<file path="src/rtl/ctrl_pkg.sv">
// Shared types for the multi-cycle sequencer: state and trap-cause encodings,
// the RV32I opcodes the sequencer accepts, and the legality check over them.
package ctrl_pkg;

   typedef enum logic [3:0] {
      ST_F_REQ  = 4'd0,
      ST_F_WAIT = 4'd1,
      ST_DEC    = 4'd2,
      ST_EXEC   = 4'd3,
      ST_M_REQ  = 4'd4,
      ST_M_WAIT = 4'd5,
      ST_WB     = 4'd6,
      ST_HALT   = 4'd7,
      ST_TRAP   = 4'd8
   } state_e;

   typedef enum logic [1:0] {
      CAUSE_NONE    = 2'b00,
      CAUSE_ILLEGAL = 2'b01,
      CAUSE_IMEM_TO = 2'b10,
      CAUSE_DMEM_TO = 2'b11
   } trap_cause_e;

   localparam logic [6:0] OPC_OP     = 7'b0110011;
   localparam logic [6:0] OPC_LOAD   = 7'b0000011;
   localparam logic [6:0] OPC_STORE  = 7'b0100011;
   localparam logic [6:0] OPC_BRANCH = 7'b1100011;
   localparam logic [6:0] OPC_OP_IMM = 7'b0010011;
   localparam logic [6:0] OPC_JALR   = 7'b1100111;
   localparam logic [6:0] OPC_JAL    = 7'b1101111;
   localparam logic [6:0] OPC_LUI    = 7'b0110111;

   function automatic logic is_legal_opcode(input logic [6:0] opc);
      logic legal;
      case (opc)
         OPC_OP, OPC_LOAD, OPC_STORE, OPC_BRANCH,
         OPC_OP_IMM, OPC_JALR, OPC_JAL, OPC_LUI: legal = 1'b1;
         default:                                legal = 1'b0;
      endcase
      return legal;
   endfunction

endpackage

</file>
<file path="src/rtl/seq_timeout_cnt.sv">
// Memory-access watchdog: counts cycles while enabled, cleared at the start of
// each access, and flags expiry once MAX_CYCLES-1 has been reached.
module seq_timeout_cnt #(
   parameter int MAX_CYCLES = 16
) (
   input  logic clk_i,
   input  logic rst_ni,
   input  logic clr_i,
   input  logic en_i,
   output logic expired_o
);

   localparam int W = (MAX_CYCLES > 1) ? $clog2(MAX_CYCLES) : 1;

   logic [W-1:0] cnt_q;
   logic [W-1:0] cnt_d;

   assign expired_o = (cnt_q == W'(MAX_CYCLES - 1));

   // Saturates at the expiry value so a held enable cannot wrap back to zero.
   always_comb begin
      cnt_d = cnt_q;
      if (clr_i) begin
         cnt_d = '0;
      end else if (en_i && !expired_o) begin
         cnt_d = cnt_q + W'(1);
      end
   end

   always_ff @(posedge clk_i) begin
      if (!rst_ni) begin
         cnt_q <= '0;
      end else begin
         cnt_q <= cnt_d;
      end
   end

endmodule

</file>
<file path="src/rtl/multicycle_seq_ctrl.sv">
// Multi-cycle RV32I sequencer: fetch/decode/execute/memory/writeback with
// req/gnt/rvalid handshakes, one-cycle datapath strobes and sticky traps.
module multicycle_seq_ctrl
   import ctrl_pkg::*;
#(
   parameter int MEM_TIMEOUT = 16,
   parameter int CNT_W       = 32
) (
   input  logic             clk_i,
   input  logic             rst_ni,
   input  logic [6:0]       opcode_i,
   input  logic             memw_i,
   input  logic             memrd_i,
   input  logic             regwrite_i,
   output logic             imem_req_o,
   input  logic             imem_gnt_i,
   input  logic             imem_rvalid_i,
   output logic             dmem_req_o,
   output logic             dmem_we_o,
   input  logic             dmem_gnt_i,
   input  logic             dmem_rvalid_i,
   output logic             ir_we_o,
   output logic             pc_we_o,
   output logic             rf_we_o,
   input  logic             halt_i,
   output logic             halted_o,
   output logic             trap_o,
   output logic [1:0]       trap_cause_o,
   output logic [CNT_W-1:0] instret_o,
   output logic [3:0]       state_o
);

   state_e            state_q, state_d;
   trap_cause_e       cause_q, cause_d;
   logic [CNT_W-1:0]  instret_q, instret_d;

   logic imem_req, dmem_req, dmem_we, ir_we, pc_we, rf_we;
   logic tmo_clr, tmo_en, tmo_expired;

   seq_timeout_cnt #(
      .MAX_CYCLES (MEM_TIMEOUT)
   ) u_timeout (
      .clk_i     (clk_i),
      .rst_ni    (rst_ni),
      .clr_i     (tmo_clr),
      .en_i      (tmo_en),
      .expired_o (tmo_expired)
   );

   // A completing gnt/rvalid is checked before expiry, so it wins on the last cycle.
   always_comb begin
      state_d   = state_q;
      cause_d   = cause_q;
      instret_d = instret_q;
      imem_req  = 1'b0;
      dmem_req  = 1'b0;
      dmem_we   = 1'b0;
      ir_we     = 1'b0;
      pc_we     = 1'b0;
      rf_we     = 1'b0;
      unique case (state_q)
         ST_F_REQ: begin
            if (halt_i) begin
               state_d = ST_HALT;
            end else begin
               imem_req = 1'b1;
               if (imem_gnt_i) begin
                  state_d = ST_F_WAIT;
               end else if (tmo_expired) begin
                  state_d = ST_TRAP;
                  cause_d = CAUSE_IMEM_TO;
               end
            end
         end
         ST_F_WAIT: begin
            if (imem_rvalid_i) begin
               ir_we   = 1'b1;
               state_d = ST_DEC;
            end else if (tmo_expired) begin
               state_d = ST_TRAP;
               cause_d = CAUSE_IMEM_TO;
            end
         end
         ST_DEC: begin
            if (is_legal_opcode(opcode_i)) begin
               state_d = ST_EXEC;
            end else begin
               state_d = ST_TRAP;
               cause_d = CAUSE_ILLEGAL;
            end
         end
         ST_EXEC: begin
            state_d = (memrd_i || memw_i) ? ST_M_REQ : ST_WB;
         end
         ST_M_REQ: begin
            dmem_req = 1'b1;
            dmem_we  = memw_i;
            if (dmem_gnt_i) begin
               state_d = ST_M_WAIT;
            end else if (tmo_expired) begin
               state_d = ST_TRAP;
               cause_d = CAUSE_DMEM_TO;
            end
         end
         ST_M_WAIT: begin
            if (dmem_rvalid_i) begin
               state_d = ST_WB;
            end else if (tmo_expired) begin
               state_d = ST_TRAP;
               cause_d = CAUSE_DMEM_TO;
            end
         end
         ST_WB: begin
            pc_we     = 1'b1;
            rf_we     = regwrite_i;
            instret_d = instret_q + CNT_W'(1);
            state_d   = ST_F_REQ;
         end
         ST_HALT: begin
            if (!halt_i) begin
               state_d = ST_F_REQ;
            end
         end
         ST_TRAP: begin
            state_d = ST_TRAP;
         end
         default: begin
            state_d = ST_F_REQ;
         end
      endcase
   end

   always_comb begin
      tmo_clr = (state_d != state_q) && ((state_d == ST_F_REQ) || (state_d == ST_M_REQ));
      tmo_en  = ((state_q == ST_F_REQ) && !halt_i) || (state_q == ST_F_WAIT)
             || (state_q == ST_M_REQ) || (state_q == ST_M_WAIT);
   end

   always_ff @(posedge clk_i) begin
      if (!rst_ni) begin
         state_q   <= ST_F_REQ;
         cause_q   <= CAUSE_NONE;
         instret_q <= '0;
      end else begin
         state_q   <= state_d;
         cause_q   <= cause_d;
         instret_q <= instret_d;
      end
   end

   // Strobes and requests are forced low while reset is asserted, whatever the state.
   assign imem_req_o   = rst_ni & imem_req;
   assign dmem_req_o   = rst_ni & dmem_req;
   assign dmem_we_o    = rst_ni & dmem_we;
   assign ir_we_o      = rst_ni & ir_we;
   assign pc_we_o      = rst_ni & pc_we;
   assign rf_we_o      = rst_ni & rf_we;
   assign halted_o     = (state_q == ST_HALT);
   assign trap_o       = (state_q == ST_TRAP);
   assign trap_cause_o = cause_q;
   assign instret_o    = instret_q;
   assign state_o      = state_q;

endmodule

</file>
<file path="config.mk">
export PLATFORM = sky130hd
export DESIGN_NAME = multicycle_seq_ctrl
export DESIGN_NICKNAME = d
export VERILOG_FILES = /design/src/rtl/ctrl_pkg.sv /design/src/rtl/seq_timeout_cnt.sv /design/src/rtl/multicycle_seq_ctrl.sv
export SDC_FILE = /design/constraint.sdc
export NUM_CORES = 1
export LEC_CHECK = 0
export ABC_CLOCK_PERIOD_IN_PS = 3610
export BUFFER_PORTS_ARGS = -buffer_cell sky130_fd_sc_hd__buf_2
export CAP_MARGIN = 20
export CORE_UTILIZATION = 45
export CTS_CLUSTER_DIAMETER = 60
export DETAILED_ROUTE_END_ITERATION = 10
export GPL_TIMING_DRIVEN = 1
export PLACE_DENSITY = 0.7
export SETUP_SLACK_MARGIN = 0.5
export SYNTH_ARGS = -nofsm -noshare
export SYNTH_HDL_FRONTEND = slang
export SYNTH_SLANG_ARGS = --single-unit
</file>
<file path="constraint.sdc">
create_clock -name clk_i -period 3.61 [get_ports clk_i]
set_clock_uncertainty 0.2 [all_clocks]
set_input_delay 0.722 -clock clk_i [delete_from_list [all_inputs] [get_ports clk_i]]
set_output_delay 0.722 -clock clk_i [all_outputs]
set_load 0.05 [all_outputs]
</file>
### Word level (Yosys, flattened, before mapping)

Cells that the tools add are included.

* bits in registers: 42
* bits in read-only memories: 0
* word-level logic and storage cells: 83
* output and inout port bits: 46
* bits in writable memories: 0
* memories: 0
* bits in latches: 0
* input port bits: 17

* $mul: 0
* div/mod/pow operators: 0
* multiplexer cells: 29
* add/subtract/negate cells: 2
* magnitude comparators: 0
* reductions and logical operators: 16
* equality and inequality tests: 25
* shift operators: 0
* bitwise operators: 7

Operators with widths (number)
* 32-bit by 1-bit adder with 32-bit output, second input constant: 1
* 4-bit 2-to-1 mux: 8
* 4-bit case mux with 8 select lines: 1
* 7-bit by 6-bit equality test with 1-bit output, second input constant: 3
* 7-bit equality test, second input constant: 3
* 4-bit by 3-bit equality test with 1-bit output, second input constant: 5
* 2-bit 2-to-1 mux: 9
* 2-bit inequality test, second input constant: 6
* 1-bit 2-to-1 mux: 10
* 2-bit case mux with 5 select lines: 1
* 4-bit by 2-bit equality test with 1-bit output, second input constant: 2
* 4-bit equality test, second input constant: 2
* 4-bit zero test: 2
* 8-bit OR reduction: 1
* 7-bit by 2-bit equality test with 1-bit output, second input constant: 1
* 7-bit by 5-bit equality test with 1-bit output, second input constant: 1
* 7-bit AND reduction: 1
* 1-bit bitwise AND: 6
* 1-bit logical OR: 5
* 5-bit nonzero test: 1
* 4-bit by 1-bit adder with 4-bit output, second input constant: 1
* 4-bit by 1-bit equality test with 1-bit output, second input constant: 1
* 4-bit inequality test: 1
* 1-bit logical AND: 3
* other kinds (3): 4

### Depth between registers and ports, before layout

Gate-level depths: netlist of run 1.

* depth in word-level cells: 10
* gate-level depth with buffers: 8
* depth with buffers taken out: 6

### Cells and area by module

Synthesis of run 1 repeated with hierarchy kept, for this count alone.

* cell total of the unflattened synthesis: 264
* area, all modules: 2198.4 sq um

Modules (own cells, without submodules)
* multicycle_seq_ctrl: area an instance 2000.7 sq um, cells an instance 242, seq. area each 760.7 sq um, times used 1
* seq_timeout_cnt: area an instance 197.7 sq um, cells an instance 22, seq. area each 80.1 sq um, times used 1

### Worst setup path after synthesis of run 1

Ideal clock, no wire load.

* kind: reg2out
* from: reg state_q[2], in the netlist state_o[2]
* to: out dmem_we_o
* path slack: -0.770 ns
* data required time: 2.688 ns
* buffers on the path: 1
* stages on the path, launching flop included: 5
* arrival time: 3.458 ns
* cells stage by stage: dfxtp_1 > buf_2 > nor2b_1 > nor4b_1 > and2_1

* longest elaborated chain between the ends: 3

RTL lines
* from (decl): RTL line multicycle_seq_ctrl.sv:33 `state_e state_q, state_d;`
* from (signal assigned): RTL line multicycle_seq_ctrl.sv:145 `state_q <= state_d;`
* 4-bit by 3-bit equality test with 1-bit output: RTL line multicycle_seq_ctrl.sv:61 `unique case (state_q)`
* 1-bit 2-to-1 mux: RTL line multicycle_seq_ctrl.sv:61
* 1-bit bitwise AND: RTL line multicycle_seq_ctrl.sv:154 `assign dmem_we_o = rst_ni & dmem_we;`
* to (decl): RTL line multicycle_seq_ctrl.sv:19 `output logic dmem_we_o,`

No other way between the ends.

### Final worst setup path of run 1

Ends and elaborated chain as after synthesis.

==> impl_metrics.yaml, run 1 <==
yosys:
  synth.area.top_cells: "dfxtp_1 39%, xnor2_1 6.9%, nor2_1 5.9%, nand3_1 3.9%, o21ai_0 3.2%"
  synth_xor_xnor_area_share_pct: 9.68
  synth_nets: 290
  synth_cell_types: 38
  yosys.area_share.simple_pct: 32.8
  yosys-top-cells-count: "42 x dfxtp_1, 34 x nor2_1, 17 x nand2_1, 17 x nand3_1, 17 x xnor2_1"
  yosys-mux-area-fraction_pct: 2.82
  synth_edf_count: 0
  ys_seq_elements: 42
  async_flop_share_pct: 0
  synth_top_family_by_area: "simple AND/OR/NAND/NOR gates"
  synth_ff_type: "dfxtp_1"
  synth_fa_ha_area_share_pct: 1.15
  netlist_area_um2: 2170
  yosysWarnings: 0
  synth_most_common_cell: "dfxtp_1"
  synth.avg_cell_area_um2: 8.02
  seq_area_frac_synth_pct: 38.7
  syn_inst: 271
  synth.top_cell.area_share_pct: 38.7
  synth-compound-area-share_pct: 10.8
  yosysTopAreaCell: "dfxtp_1"
sta:
  setup_viol: 0
  rsz0062_at_grt: "false"
  slew_violations: 0
  hold_viol: 0
  tightest_slew_ps: 635
  tns_ps: 0
  layout_setup_ws_ps: 853
  fmax_ghz: 0.363
  period_minus_slack_ps: 2760
  fin_crit_sh_pct: 76.4
  relSlewSlack_pct: 57.5
placement:
  gp_congestion: 0.850
  dpl_cell_area_um2: 2550
  place.port_buffers: 62
  hpwlAfterDp_um: 3550
  dp_worst_setup_slack_ps: 941
final_layout:
  drive_above_1_share_pct: 24.1
  fillers: 442
  syn_to_final_growth_pct: 21.7
  diodes: 0
  fin_area_um2: 2640
  finalNetCount: 350
detailed_routing:
  avgRoutedWirePerCell_um: 13.0
  drcViolationCount: 0
  wl_um: 4980
  vias: 2105
  drtAntennaViolNets: 0
  first_pass_iters: 4
  first_iter_violations: 142
  vias_per_cell: 5.48
critical_path:
  cp_top_family: "simple AND/OR/NAND/NOR gates"
  worst-path-max-fanout: 11
  cp-end-kind: "primary output"
  cp.required_ps: 2690
  crit_chain: "nor2b_1, nor4b_4, and2_1, buf_2"
  crit_buf_inv: 1
  cp_slowest_cell: "dfxtp_1"
  start_kind: "flip-flop"
  cp_data_arrival_time_ps: 1830
  cpPeakStageDelay_ps: 510
  setup.worst_path.class: "reg -> out"
clocking:
  cts_setup_buffers: 0
  cts_max_level: 2
  path_clk_slew_ps: 80
  cts_resized: 0
  cts.sinks: 42
  cts_tree: "built"
  hold_buffers: 0
  cts_buffer_depth: 2
  cts_made_buffers: 5
  root_buffer: "clkbuf_8"
  clk_latency_ps: 300
global_routing:
  grt_use_total_pct: 20.3
  grt_start_max_net_pins: 40
  grt_pass1_vias: 1882
  overflow: 0
  grt_pass1_wl_um: 8290
  grt_antenna_before_repair: 0
outcome:
  status: "finished clean"
power:
  p_leak_uw: 0.00109
  ir_drop_v: 0.000477
  power.density_nw_per_um2: 492
run:
  drv_cap: 0
floorplanning:
  die-area_um2: 5110
  io_pins: 63
  initial_core_util_pct: 48.2
  core_um2: 4500
  rows: 24
  die_y_um: 71.5
  die_w_um: 71.5
hold_path:
  hp-class: "reg -> reg"
==> routing by layer <==
layer	share of wire, %	track usage (%)	up-vias
li1	-	-	1085
met1	50	27.3	952
met2	44	32.3	59
met3	4.4	4.36	9
met4	1.8	7.63	0
met5	0	0	-
==> final cells by class <==
class | count | area (µm²) | area share (%)
timing repair buffer | 67 | 348 | 13.2
tap | 52 | 65.1 | 2.46
clock buffer | 5 | 68.8 | 2.60
multi-input combinational | 207 | 1270 | 48.0
inverter | 8 | 30.0 | 1.14
sequential | 42 | 841 | 31.8
clock inverter | 3 | 21.3 | 0.805
==> worst register-to-register path: stages (launching register included) <==
cell and delay (ps):
dfxtp_1 490, and4bb_1 370, buf_4 170, nand3_1 80, buf_4 180, or4_1 640, or3_1 350, a21oi_1 150
==> cells in the final DEF (no fill, tap or decap), types with 4 or more instances in the layout <==
cell type and instances:
a211oi_1 4, a21oi_1 13, and3_1 7, and4_1 4
buf_2 62, buf_4 5, clkbuf_8 5, dfxtp_1 42
inv_1 8, mux2i_1 5, nand2_1 17, nand3_1 17
nand4_1 8, nor2_1 34, nor3_1 12, nor4_1 8
o21ai_0 14, or3_1 10, xnor2_1 17, xor2_1 7
==> path summary, 6_finish.rpt <==
| kind | start | end | slack [ps] | depth (start not counted) |
|---|---|---|---|---|
| hold / removal | trap_cause_o[0]$_SDFFE_PN0P_ | trap_cause_o[0]$_SDFFE_PN0P_ | 280 | 2 |
| setup reg to reg | state_o[0]$_SDFF_PN0_ | instret_o[26]$_SDFFE_PN0N_ | 900 | 7 |
| hold reg to reg | trap_cause_o[0]$_SDFFE_PN0P_ | trap_cause_o[0]$_SDFFE_PN0P_ | 280 | 2 |
| setup / recovery | state_o[2]$_SDFF_PN0_ | dmem_we_o | 850 | 4 |
==> logic make-up (layout without fill, tap and decap cells) <==
group	Yosys count	in the layout
simple gates	135	135
fa+ha+maj	2	2
compound gates	40	40
flops	42	42
buf+inv	22	83
mux	6	6
xor+xnor	24	24
==> stage by stage <==
| stage | utilization [%] | hold WS, ps | power, µW | cells |
|---|---|---|---|---|
| 4_1_cts | 58.7 | 274 | 1310 | 384 |
| 3_3_place_gp | 56.7 | 264 | 1000 | 376 |
| 3_5_place_dp | 56.7 | 254 | 1000 | 376 |
| 5_1_grt | 58.7 | 291 | 1380 | 384 |
| 2_1_floorplan | - | 333 | 904 | 271 |
| 6_report | 58.7 | 276 | 1300 | 384 |
==> registers in the layout, indices dropped and copies added, names as in the netlist <==
register         flops
state_o              4
trap_cause_o         2
instret_o           32
u_timeout.cnt_q      4
==> power breakdown <==
group          internal (µW)  switching, µW  total (µW)
Sequential               492           54.7         546
Combinational            150            297         447
Clock                    136            170         306
(Power assumes the default switching activity.)
==> run 2, diff against run 1 <==
Settings changed: ABC_AREA from default to 1, ABC_CLOCK_PERIOD_IN_PS 3610 to 2250, PLACE_DENSITY 0.7 to 0.71.
Clock period 3.61 ns to 2.25 ns, I/O delays scaled along.
==> run 2 against run 1 <==
The flow now finishes with violations (design-rule violations). Sequential cell count is the same. Critical path depth grew 2. Non-clock buffer count up 47. Combinational power rose to 3.9 times the previous value. Critical endpoint unchanged.
==> impl_metrics.yaml, run 2 <==
final_layout:
  syn_to_final_growth_pct: 56.6
  fin_area_um2: 3980
  drive_above_1_share_pct: 47.3
  fillers: 414
  ff_latch_area_um2: 902
  finalNetCount: 530
  largest_reg_flops: 32
  final_common_cell: "nand2_1"
  multi_input_comb_area_um2: 1840
  mostFrequentLayoutCells: "83 x nand2_1, 49 x buf_2, 42 x inv_1"
  diodes: 0
  stdcell_count: 584
yosys:
  yosysTopAreaCell: "dfxtp_1"
  synth.avg_cell_area_um2: 6.42
  synth-compound-area-share_pct: 8.27
  synth_most_common_cell: "nand2_1"
  synth_ff_type: "dfxtp_1"
  synth_edf_count: 0
  synth_nets: 415
  yosys-top-cells-count: "98 x nand2_1, 57 x nor2_1, 52 x inv_1"
  synth_xor_xnor_area_share_pct: 4.48
  synth.top_cell.area_share_pct: 33.1
  synth_fa_ha_area_share_pct: 0.984
  async_flop_share_pct: 0
  yosys.area_share.simple_pct: 43.7
  synth_cell_types: 35
  syn_inst: 396
  ys_seq_elements: 42
  netlist_area_um2: 2540
  seq_area_frac_synth_pct: 33.1
  synth_top_family_by_area: "simple AND/OR/NAND/NOR gates"
  yosys-mux-area-fraction_pct: 0.443
  yosysWarnings: 0
  synth.area.top_cells: "dfxtp_1 33%, nand2_1 14%, nor2_1 8.4%, inv_1 7.7%, nand3_1 5.5%"
sta:
  layout_setup_ws_ps: 162
  relSlewSlack_pct: 53.0
  tightest_slew_ps: 699
  slew_violations: 0
  rsz0062_at_grt: "true"
  tns_ps: 0
  hold_viol: 0
  setup_viol: 0
  fmax_ghz: 0.479
  period_minus_slack_ps: 2090
  fin_crit_sh_pct: 92.8
hold_path:
  hold_path.startpoint: "trap_cause_o[0]$_SDFFE_PN0P_"
  hp-class: "reg -> reg"
  holdPathEnd: "trap_cause_o[0]$_SDFFE_PN0P_"
  hold_depth: 2
global_routing:
  grt_antenna_before_repair: 0
  grt_pass1_vias: 2732
  grt_start_max_net_pins: 19
  grt_use_total_pct: 25.6
  overflow: 0
  grt_pass1_wl_um: 12300
detailed_routing:
  drcViolationCount: 2
  first_pass_iters: 8
  vias_per_cell: 5.11
  vias: 2986
  avgRoutedWirePerCell_um: 13.6
  wl_um: 7940
  first_iter_violations: 159
  drtAntennaViolNets: 0
critical_path:
  crit_buf_inv: 3
  cp_data_arrival_time_ps: 1440
  worst-path-max-fanout: 3
  cp_slowest_cell: "dfxtp_4"
  cp_top_family: "simple AND/OR/NAND/NOR gates"
  crit_chain: "inv_4, nor2_4, buf_12, nand2_4, nor3b_4, buf_6"
  r2r_cells: 11
  regToRegSetupSlack_ps: 230
  rr_endpoint: "instret_o[12]$_SDFFE_PN0N_"
  start_kind: "flip-flop"
  cp-end-kind: "primary output"
  r2r_start: "state_o[1]$_SDFF_PN0_"
  cp.required_ps: 1600
  cpPeakStageDelay_ps: 380
  setup.worst_path.class: "reg -> out"
placement:
  place.port_buffers: 62
  dpl_cell_area_um2: 3120
  hpwlAfterDp_um: 4980
  dp.cells: 529
  dp_worst_setup_slack_ps: 223
  gp_congestion: 0.960
floorplanning:
  io_pins: 63
  core_um2: 5470
  die_w_um: 77.2
  die-area_um2: 5950
  rows: 27
  initial_core_util_pct: 46.5
  die_y_um: 77.2
power:
  p_sw_share_pct: 42.3
  p_switching_uw: 1320
  ir_drop_v: 0.000750
  p_leak_uw: 0.00190
  pwr-share-seq_pct: 28.8
  combPwrFrac_pct: 56.3
  power.internal_uw: 1800
  power.density_nw_per_um2: 782
  clock_power_share_pct: 14.9
run:
  drv_cap: 0
clocking:
  cts.sinks: 42
  root_buffer: "clkbuf_8"
  cts_max_level: 2
  cts_buffer_depth: 2
  path_clk_slew_ps: 70
  cts_made_buffers: 5
  cts_tree: "built"
  clk_latency_ps: 300
outcome:
  violations: "design-rule violations"
  status: "finished with violations"
-- run 2: cell types whose count changed after synthesis, sizes merged, moves of 10 or more --
cell / delta
inv: +46
nand2: +87
nand3: +12
nor2: +31
or3: -10
xnor2: -12
-- run 2: metal layers --
layer | GRT usage (%) | share of wire (%) | vias up
li1 | - | - | 1496
met1 | 33.8 | 45 | 1378
met2 | 41.6 | 48 | 93
met3 | 4.40 | 5.0 | 19
met4 | 9.06 | 2.4 | 0
met5 | 0 | 0 | -
-- run 2: repair_timing --
item / CTS / global route
setup buffers: 31 / 16
gates resized for setup: 59 / 63
pin swaps: 28 / 35
hold buffers: 0 / 0
setup endpoints to repair: 31 / 48
-- run 2: layout make-up --
cell class	instances	share of cell area [%]
Tap cell	72	2.26
Sequential cell	42	22.7
Clock buffer	6	1.82
Inverter	55	5.59
Timing Repair Buffer	114	21.3
Multi-Input combinational cell	293	46.2
Clock inverter	2	0.220
-- run 2: power groups by stage --
stage / registers [µW] / clock network (µW) / logic (µW)
after floorplan: 1040 / 0 / 683
after global placement: 908 / 0 / 1050
after detailed placement: 910 / 0 / 1040
after CTS: 884 / 473 / 1530
after global routing: 905 / 503 / 1870
final: 897 / 463 / 1750
-- run 2: worst max path at each step --
stage,end,slack [ps],cells past startpoint,from
6_report,dmem_we_o,160,6,state_o[2]$_SDFF_PN0_
5_1_grt,dmem_we_o,110,6,state_o[2]$_SDFF_PN0_
4_1_cts,dmem_we_o,220,4,state_o[0]$_SDFF_PN0_
3_5_place_dp,rf_we_o,220,7,state_o[2]$_SDFF_PN0_
3_3_place_gp,rf_we_o,240,7,state_o[2]$_SDFF_PN0_
2_1_floorplan,dmem_we_o,220,4,state_o[2]$_SDFF_PN0_
-- run 2: kinds of logic (layout without fill, tap and decap cells) --
logic type      after synthesis  in the layout
simple gates                238            238
buf+inv                      61            177
flops                        42             42
compound gates               39             39
xor+xnor                     13             13
fa+ha+maj                     2              2
mux                           1              1
-- run 2: stage by stage --
step	total power, µW	hold WS [ps]	util [%]
CTS	2880	263	66.2
global placement	1960	246	57.0
detailed placement	1950	249	57.0
finish	3110	257	72.8
global route	3280	270	72.8
floorplan	1720	303	-
-- run 2: worst min-delay path, stage by stage (launching register included) --
cell	delay, ps
dfxtp_1	310
inv_1	50
a211oi_1	60
